===== src/rtl/rover_pkg.sv =====
// Shared types and constants for the rover sensor front-end.
package rover_pkg;
  localparam int INDUCT_W   = 3;
  localparam int INDUCT_MAX = 7;

  typedef enum logic {
    WARMUP  = 1'b0,
    MEASURE = 1'b1
  } gate_state_t;
endpackage


===== src/rtl/sync_debounce.sv =====
// Two-flop synchroniser with an optional stable-count debouncer.
// With DEBOUNCE_EN=0 the output is the plain synchronised level.
module sync_debounce #(
  parameter bit DEBOUNCE_EN     = 1'b1,
  parameter int DEBOUNCE_CYCLES = 50000
) (
  input  logic i_clk,
  input  logic i_rst,
  input  logic i_async,
  output logic o_out
);
  logic r_s1;
  logic r_s2;

  always_ff @(posedge i_clk or posedge i_rst) begin
    if (i_rst) begin
      r_s1 <= 1'b0;
      r_s2 <= 1'b0;
    end else begin
      r_s1 <= i_async;
      r_s2 <= r_s1;
    end
  end

  generate
    if (DEBOUNCE_EN) begin : g_db
      localparam int DB_W = (DEBOUNCE_CYCLES > 2) ? $clog2(DEBOUNCE_CYCLES) : 1;
      logic [DB_W-1:0] r_db_cnt;
      logic            r_level;

      always_ff @(posedge i_clk or posedge i_rst) begin
        if (i_rst) begin
          r_db_cnt <= '0;
          r_level  <= 1'b0;
        end else if (r_s2 == r_level) begin
          r_db_cnt <= '0;
        end else if (r_db_cnt == DB_W'(DEBOUNCE_CYCLES - 1)) begin
          r_level  <= r_s2;
          r_db_cnt <= '0;
        end else begin
          r_db_cnt <= r_db_cnt + 1'b1;
        end
      end

      assign o_out = r_level;
    end else begin : g_nodb
      assign o_out = r_s2;
    end
  endgenerate
endmodule


===== src/rtl/metal_sense_front.sv =====
// Gated oscillator counter -> baseline deficit -> 3-bit induct code, plus proximity debounce.
// Optional METAL_SENSE_HYST_EN: induct only moves after two matching consecutive window codes.
module metal_sense_front
  import rover_pkg::*;
#(
  parameter int GATE_CYCLES     = 100000,
  parameter int CNT_W           = 16,
  parameter int BASELINE        = 1000,
  parameter int SHIFT           = 4,
  parameter int DEBOUNCE_CYCLES = 50000
) (
  input  logic                i_clk,
  input  logic                i_rst,
  input  logic                i_osc_in,
  input  logic                i_prox_raw,
  output logic [INDUCT_W-1:0] o_induct,
  output logic                o_induct_valid,
  output logic                o_proxim
);
  localparam int WIN_W = (GATE_CYCLES > 2) ? $clog2(GATE_CYCLES) : 1;
  localparam logic [CNT_W:0] BASE_EXT = (CNT_W + 1)'(BASELINE);

  logic                w_osc_sync;
  logic                w_rise;
  logic                w_win_end;
  logic [CNT_W-1:0]    w_cnt_next;
  logic [CNT_W:0]      w_deficit;
  logic [CNT_W:0]      w_shifted;
  logic [INDUCT_W-1:0] w_code;

  logic                r_osc_prev;
  logic [CNT_W-1:0]    r_edge_cnt;
  logic [WIN_W-1:0]    r_win_cnt;
  gate_state_t         r_state;
`ifdef METAL_SENSE_HYST_EN
  logic [INDUCT_W-1:0] r_cand;
`endif

  sync_debounce #(.DEBOUNCE_EN(1'b0), .DEBOUNCE_CYCLES(2)) u_osc_sync (
    .i_clk(i_clk), .i_rst(i_rst), .i_async(i_osc_in), .o_out(w_osc_sync)
  );

  sync_debounce #(.DEBOUNCE_EN(1'b1), .DEBOUNCE_CYCLES(DEBOUNCE_CYCLES)) u_prox_db (
    .i_clk(i_clk), .i_rst(i_rst), .i_async(i_prox_raw), .o_out(o_proxim)
  );

  assign w_rise    = w_osc_sync & ~r_osc_prev;
  assign w_win_end = (r_win_cnt == WIN_W'(GATE_CYCLES - 1));
  // Saturating count; also the final count when an edge lands in the terminal cycle.
  assign w_cnt_next = (w_rise && (r_edge_cnt != '1)) ? r_edge_cnt + 1'b1 : r_edge_cnt;

  always_comb begin
    w_deficit = '0;
    if ({1'b0, w_cnt_next} < BASE_EXT) w_deficit = BASE_EXT - {1'b0, w_cnt_next};
    w_shifted = w_deficit >> SHIFT;
    w_code    = (w_shifted > (CNT_W + 1)'(INDUCT_MAX)) ? INDUCT_W'(INDUCT_MAX)
                                                      : w_shifted[INDUCT_W-1:0];
  end

  always_ff @(posedge i_clk or posedge i_rst) begin
    if (i_rst) begin
      r_osc_prev     <= 1'b0;
      r_edge_cnt     <= '0;
      r_win_cnt      <= '0;
      r_state        <= WARMUP;
      o_induct       <= '0;
      o_induct_valid <= 1'b0;
`ifdef METAL_SENSE_HYST_EN
      r_cand         <= '0;
`endif
    end else begin
      r_osc_prev     <= w_osc_sync;
      o_induct_valid <= 1'b0;
      if (w_win_end) begin
        r_win_cnt  <= '0;
        r_edge_cnt <= '0;
        if (r_state == WARMUP) begin
          r_state <= MEASURE;
        end else begin
          o_induct_valid <= 1'b1;
`ifdef METAL_SENSE_HYST_EN
          if ((w_code == r_cand) && (w_code != o_induct)) o_induct <= w_code;
          r_cand <= w_code;
`else
          o_induct <= w_code;
`endif
        end
      end else begin
        r_win_cnt  <= r_win_cnt + 1'b1;
        r_edge_cnt <= w_cnt_next;
      end
    end
  end
endmodule


===== config.mk =====
export PLATFORM = sky130hd
export DESIGN_NAME = metal_sense_front
export DESIGN_NICKNAME = d
export VERILOG_FILES = /design/src/rtl/rover_pkg.sv /design/src/rtl/sync_debounce.sv /design/src/rtl/metal_sense_front.sv
export SDC_FILE = /design/constraint.sdc
export NUM_CORES = 1
export LEC_CHECK = 0
export ABC_AREA = 1
export BUFFER_PORTS_ARGS = -buffer_cell sky130_fd_sc_hd__buf_2
export CAP_MARGIN = 20
export CORE_MARGIN = 3
export CORE_UTILIZATION = 57
export DETAILED_ROUTE_END_ITERATION = 8
export HOLD_SLACK_MARGIN = 0.15
export MAX_ROUTING_LAYER = met4
export PLACE_DENSITY = 0.74
export SYNTH_ARGS = -nofsm -noshare
export SYNTH_HDL_FRONTEND = slang
export SYNTH_HIERARCHICAL = 1
export SYNTH_SLANG_ARGS = --single-unit
export TNS_END_PERCENT = 10

===== constraint.sdc =====
create_clock -name i_clk -period 2.9 [get_ports i_clk]
set_input_delay 0.145 -clock i_clk [delete_from_list [all_inputs] [get_ports i_clk]]
set_output_delay 0.145 -clock i_clk [all_outputs]
set_load 0.02 [all_outputs]

==> results of run 1 <==
area by class of cell:
type	instances	area share
clock buffer	12	0.0360
inverter	70	0.0653
clock inverter	4	0.0180
sequential	60	0.373
multi-input combinational	367	0.461
tap	75	0.0233
timing repair buffer	14	0.0230
layer usage:
layer,track usage,up-vias,part of all wire
met5,-,-,0
met1,0.275,1471,0.46
met4,0.0705,0,0.013
met3,0.0403,10,0.031
met2,0.381,55,0.50
li1,-,1611,-
kinds of logic after synthesis:
group | Yosys count | share of synthesized area
xor+xnor | 15 | 0.0380
buf+inv | 75 | 0.0811
fa+ha+maj | 3 | 0.0103
simple gates | 316 | 0.404
compound gates | 33 | 0.0558
flops | 60 | 0.411
sequential cells by signal, summed over array words and instances (netlist names):
signal,cells
u_prox_db/r_s1,1
u_osc_sync/o_out,1
r_osc_prev,1
u_prox_db/o_out,1
o_induct,3
u_prox_db/g_db.r_db_cnt,16
r_state,1
r_edge_cnt,16
u_prox_db/r_s2,1
o_induct_valid,1
r_win_cnt,17
u_osc_sync/r_s1,1
per-stage QoR:
step	setup WS, ns	cells	power, µW
global route	0.0900	602	2840
detailed placement	0.446	583	1830
CTS	0.421	602	2670
global placement	0.547	583	1810
finish	0.432	602	2650
floorplan	0.797	502	1670
cell usage after synthesis (5+ instances only):
library cell,count,share of area
nor3_1,15,0.021
nor2_1,86,0.088
xor2_1,11,0.026
dfrtp_1,60,0.41
nand3_1,32,0.044
nand2_2,18,0.031
nand2_4,6,0.018
a21oi_1,15,0.021
nand4_1,12,0.021
inv_1,68,0.070
nor2_2,10,0.017
nand2_1,121,0.12
o21ai_0,5,0.0068
critical path, stage by stage, from the launching register on:
cell and delay [ns]:
dfrtp_1 0.39, ha_1 0.25, inv_2 0.07, nor2_4 0.13
nand2_2 0.10, o21ai_4 0.38, nand2_1 0.09, nand2_1 0.20
nand2_2 0.11, inv_1 0.10, nor2_2 0.05, nand3_1 0.07
nand2_1 0.06, nor2_2 0.11, nand3_2 0.10, nand2_4 0.09
a21oi_2 0.05
path summary, 6_finish.rpt:
path | endpoint | slack (ns) | depth (start not counted)
max in group asynchronous | u_prox_db/r_s2 | 1.94 | 3
worst min-delay path | u_osc_sync/o_out | 0.22 | 3
worst min register to register | u_osc_sync/o_out | 0.35 | 0
min in group i_clk | u_osc_sync/o_out | 0.35 | 0
worst max-delay path | o_induct[2] | 0.43 | 16
worst max register to register | o_induct[2] | 0.43 | 16
placed cells by master, fill, tap and decap left out, types with 10 or more instances in the layout:
cell type and n:
a21oi_1 15, clkbuf_8 10, dfrtp_1 60, inv_1 68
nand2_1 121, nand2_2 18, nand3_1 32, nand4_1 12
nor2_1 86, nor2_2 10, nor3_1 15, xor2_1 11
where the power goes:
part / switching, µW / internal (µW) / leakage (µW)
Clock: 316 / 506 / 0.000107
Sequential: 91.2 / 907 / 0.000774
Combinational: 557 / 278 / 0.00122
==> impl_metrics.json, run 1 <==
{
  "status": "complete, no violations",
  "io_pins": 9,
  "wirelength_um": 7290,
  "ys_warn_count": 6,
  "die-area_um2": 7410,
  "postPlaceCellArea_um2": 3780,
  "cts_tree": "built",
  "hpwl_um": 5400,
  "grt_pass1_wl_um": 13000,
  "grt_pass1_vias": 3031,
  "path_clk_slew_ns": 0.06,
  "fill_cells": 533,
  "yosys_register_bits": 60,
  "irDropWorstVdd_uv": 453,
  "final_antenna_net_count": 0,
  "clockRootBuffer": "clkbuf_8",
  "htreeDepth": 3,
  "drive_above_1_share": 0.148,
  "drt_iter0_markers": 166,
  "finalClockSkew_ns": 0.00466,
  "ys_seq_area_frac": 0.411,
  "cts_sinks": 60,
  "arrival_ns": 2.69,
  "grt_setup_unrepaired": "false",
  "path_class": "reg2reg",
  "max-slew-margin-rel": 0.514,
  "numPortBuffers": 8,
  "start_util": 0.603,
  "grt_max_degree": 40,
  "synth_flop_cell": "dfrtp_1",
  "synth_nets": 509,
  "die_y_um": 86.1,
  "cts_buffers": 9,
  "hold_class": "in2async",
  "dieWidth_um": 86.1,
  "async_reset_ff_frac": 1.00,
  "critPathLaunchType": "register",
  "synth_edf_count": 0,
  "critPathCaptureType": "register",
  "tns_ns": 0,
  "fmax_mhz": 405,
  "required_ns": 3.12,
  "antenna_cells": 0,
  "leakagePower_uw": 0.00210,
  "final-hold-violation-count": 0,
  "final_nets": 529,
  "post-route-period-util": 0.851,
  "min_period_ns": 2.47,
  "area_growth_pct": 10.1,
  "ys_types": 36,
  "seq_area_um2": 1500,
  "core_region_area_um2": 6060,
  "synthCells": 502,
  "r2r_start": "r_edge_cnt[0]",
  "gp_congestion": 0.909,
  "wl_per_cell_um": 12.1,
  "routed_via_density": 5.23,
  "p_per_area_nw_per_um2": 659,
  "multiInputGateArea_um2": 1860,
  "avgSynthCellArea_um2": 7.28,
  "overflow": 0,
  "final_core_util": 0.664,
  "crit_path_start": "r_edge_cnt[0]",
  "drc": 0,
  "cap_violations": 0,
  "maxSlewViolCount": 0,
  "track_usage": 0.226,
  "placementRows": 28,
  "finalHoldWorstSlack_ns": 0.222,
  "dr.pass1.iters": 4,
  "clkLatencyLatePin_ns": 0.33,
  "cts_resized": 0,
  "fin_area_um2": 4030,
  "cts_hold_buf": 3,
  "antenna_found_initial": 0,
  "via_count": 3147,
  "netlist_area_um2": 3660,
  "clk_path_buf_depth": 2,
  "cts_setup_buffers": 0,
  "worst_slew_pin_slew_ns": 0.729,
  "worstPathMaxFanout": 14,
  "finalSetupViolations": 0
}
Note: power is estimated with default switching activity, not from simulation.
==> inputs of run 2 (changes only) <==
--- a/config.mk
+++ b/config.mk
@@ -6,11 +6,13 @@
 export NUM_CORES = 1
 export LEC_CHECK = 0
 export ABC_AREA = 1
+export ABC_CLOCK_PERIOD_IN_PS = 2900
 export BUFFER_PORTS_ARGS = -buffer_cell sky130_fd_sc_hd__buf_2
 export CAP_MARGIN = 20
 export CORE_MARGIN = 3
 export CORE_UTILIZATION = 57
 export DETAILED_ROUTE_END_ITERATION = 8
+export GPL_TIMING_DRIVEN = 0
 export HOLD_SLACK_MARGIN = 0.15
 export MAX_ROUTING_LAYER = met4
 export PLACE_DENSITY = 0.74
==> run 2 against run 1 <==
Effect of this change:
- sequential power shrank 0.4%
- wire length shrank 2.8%
- maximum frequency grew 0.98%
- register-to-register slack gained 0.02 ns
- final area shrank 1.4%
- critical path depth is the same
- first-iteration DRC count shrank 3.6%
- utilization shrank 0.93 points
- non-clock buffer count grew 2
- critical path type unchanged
- largest power group unchanged
==> impl_metrics.json, run 2 (same netlist as run 1, synthesis figures left out) <==
{
  "cts_setup_buffers": 0,
  "arrival_ns": 2.66,
  "routed_via_density": 5.08,
  "required_ns": 3.12,
  "worst-r2r-setup-slack_ns": 0.46,
  "most-common-layout-cells": "nand2_1 (121), nor2_1 (86), inv_1 (67)",
  "crit_buf_inv": 1,
  "rr_endpoint": "o_induct[2]",
  "final-hold-violation-count": 0,
  "drt_iter0_markers": 160,
  "slowest_stage": "dfrtp_1",
  "worst_slew_pin_slew_ns": 0.794,
  "reg.largest.list": "r_win_cnt (17), r_edge_cnt (16), u_prox_db/g_db.r_db_cnt (16)",
  "worstPathMaxFanout": 4,
  "dp_cells": 585,
  "gp_congestion": 0.924,
  "drc": 0,
  "overflow": 0,
  "max-slew-margin-rel": 0.470,
  "fin_area_um2": 3970,
  "maxSlewViolCount": 0,
  "hpwl_um": 5230,
  "regMostFlops": "r_win_cnt",
  "clockRootBuffer": "clkbuf_8",
  "r2r_start": "r_edge_cnt[0]",
  "dieWidth_um": 86.1,
  "crit_path_start": "r_edge_cnt[0]",
  "path_class": "reg2reg",
  "grt_max_degree": 40,
  "die_y_um": 86.1,
  "min_period_ns": 2.44,
  "via_count": 3064,
  "grt_pass1_vias": 2992,
  "cap_violations": 0,
  "grt_pass1_wl_um": 12700,
  "post-route-period-util": 0.843,
  "grt_setup_unrepaired": "false",
  "layout.cells.non_filler": 603,
  "placementRows": 28,
  "hold_class": "in2async",
  "finalSetupViolations": 0,
  "p_per_area_nw_per_um2": 611,
  "fill_cells": 541,
  "clkLatencyLatePin_ns": 0.33,
  "path_cells": "ha_1 -> inv_2 -> nor2_4 -> nand2_1 -> nor2_1 -> nand2_1 -> nor2_1 -> nand3_1 -> nand2_1 -> nand3_1 -> nor2_1 -> nand2_1 -> nor2_2 -> nand3_2 -> nand2_4 -> a21oi_2",
  "numPortBuffers": 8,
  "final_antenna_net_count": 0,
  "use_met3": 0.0384,
  "irDropWorstVdd_uv": 446,
  "mostFrequentLayoutCell": "nand2_1",
  "largest_register_ff_count": 17,
  "final_nets": 531,
  "antenna_found_initial": 0,
  "cts_resized": 0,
  "track_usage": 0.224,
  "antenna_cells": 0,
  "die-area_um2": 7410,
  "area_growth_pct": 8.59,
  "htreeDepth": 3,
  "core_region_area_um2": 6060,
  "path_depth": 16,
  "clk_path_buf_depth": 2,
  "dr.pass1.iters": 4,
  "postPlaceCellArea_um2": 3790,
  "busiest_layer": "met2",
  "status": "complete, no violations",
  "wirelength_um": 7080,
  "path_delay_family": "simple AND/OR/NAND/NOR gates",
  "grtUsageMet2": 0.348,
  "endpoint": "o_induct[2]",
  "cts_sinks": 60,
  "cts_buffers": 9,
  "crit_path_frequent_cell": "nand2_1",
  "cts_tree": "built",
  "path_clk_slew_ns": 0.06,
  "start_util": 0.603,
  "cpPeakStageDelay_ns": 0.39,
  "tns_ns": 0,
  "drive_above_1_share": 0.144,
  "critPathCaptureType": "register",
  "wl_per_cell_um": 11.7,
  "final_core_util": 0.655,
  "fmax_mhz": 409,
  "critPathLaunchType": "register",
  "use_met1": 0.282,
  "io_pins": 9,
  "leakagePower_uw": 0.00207,
  "reg2reg_depth": 16,
  "finalClockSkew_ns": 0.00579
}
-- run 2: through the flow --
stage	hold WS [ns]	setup WS (ns)	total power, µW
2_1_floorplan	-0.114	0.797	1670
3_3_place_gp	0.0137	0.533	1800
3_5_place_dp	0.0232	0.462	1820
4_1_cts	0.213	0.439	2430
5_1_grt	0.232	0.165	2630
6_report	0.229	0.456	2430
-- run 2: area by class of cell --
type / instances / area (µm²) / share of cell area
multi-input cells: 367 / 1860 / 0.468
flip-flops and latches: 60 / 1500 / 0.378
inverters: 70 / 263 / 0.0662
clock buffers: 12 / 135 / 0.0340
well taps: 75 / 93.8 / 0.0236
repair buffers: 11 / 70.1 / 0.0176
plain buffers: 5 / 33.8 / 0.00851
clock inverters: 3 / 15.0 / 0.00378
-- run 2: worst reg2reg max path, cell delays in order (launching register included) --
cell,delay (ns)
dfrtp_1,0.39
ha_1,0.28
inv_2,0.08
nor2_4,0.13
nand2_1,0.06
nor2_1,0.26
nand2_1,0.12
nor2_1,0.14
nand3_1,0.09
nand2_1,0.11
nand3_1,0.14
nor2_1,0.12
nand2_1,0.08
nor2_2,0.11
nand3_2,0.09
nand2_4,0.09
a21oi_2,0.05
-- run 2: worst min path at each step --
| stage | from | to | slack [ns] | cells past startpoint |
|---|---|---|---|---|
| global route | i_rst | u_osc_sync/r_s1 | 0.23 | 3 |
| detailed placement | i_rst | u_osc_sync/r_s1 | 0.02 | 2 |
| global placement | i_rst | u_osc_sync/r_s1 | 0.01 | 2 |
| CTS | i_rst | u_osc_sync/r_s1 | 0.21 | 3 |
| floorplan | i_rst | u_osc_sync/o_out | -0.11 | 1 |
| finish | i_rst | u_osc_sync/r_s1 | 0.23 | 3 |
-- run 2: power by group --
group | switching [µW] | internal [µW] | leakage, µW
registers | 87.6 | 907 | 0.000774
logic | 544 | 280 | 0.00122
clock network | 306 | 301 | 0.0000800
-- run 2: layer usage --
layer	up-vias	wire length [µm]	part of all wire
met5	-	0	0
met4	0	95	0.013
met3	15	163	0.023
met2	47	3370	0.48
met1	1392	3450	0.49
li1	1610	-	-
-- run 2: timing repair --
action / in CTS / in global routing
hold endpoints to repair: 62 / 0
hold buffers: 3 / 0
endpoints found under the setup margin: 0 / 0
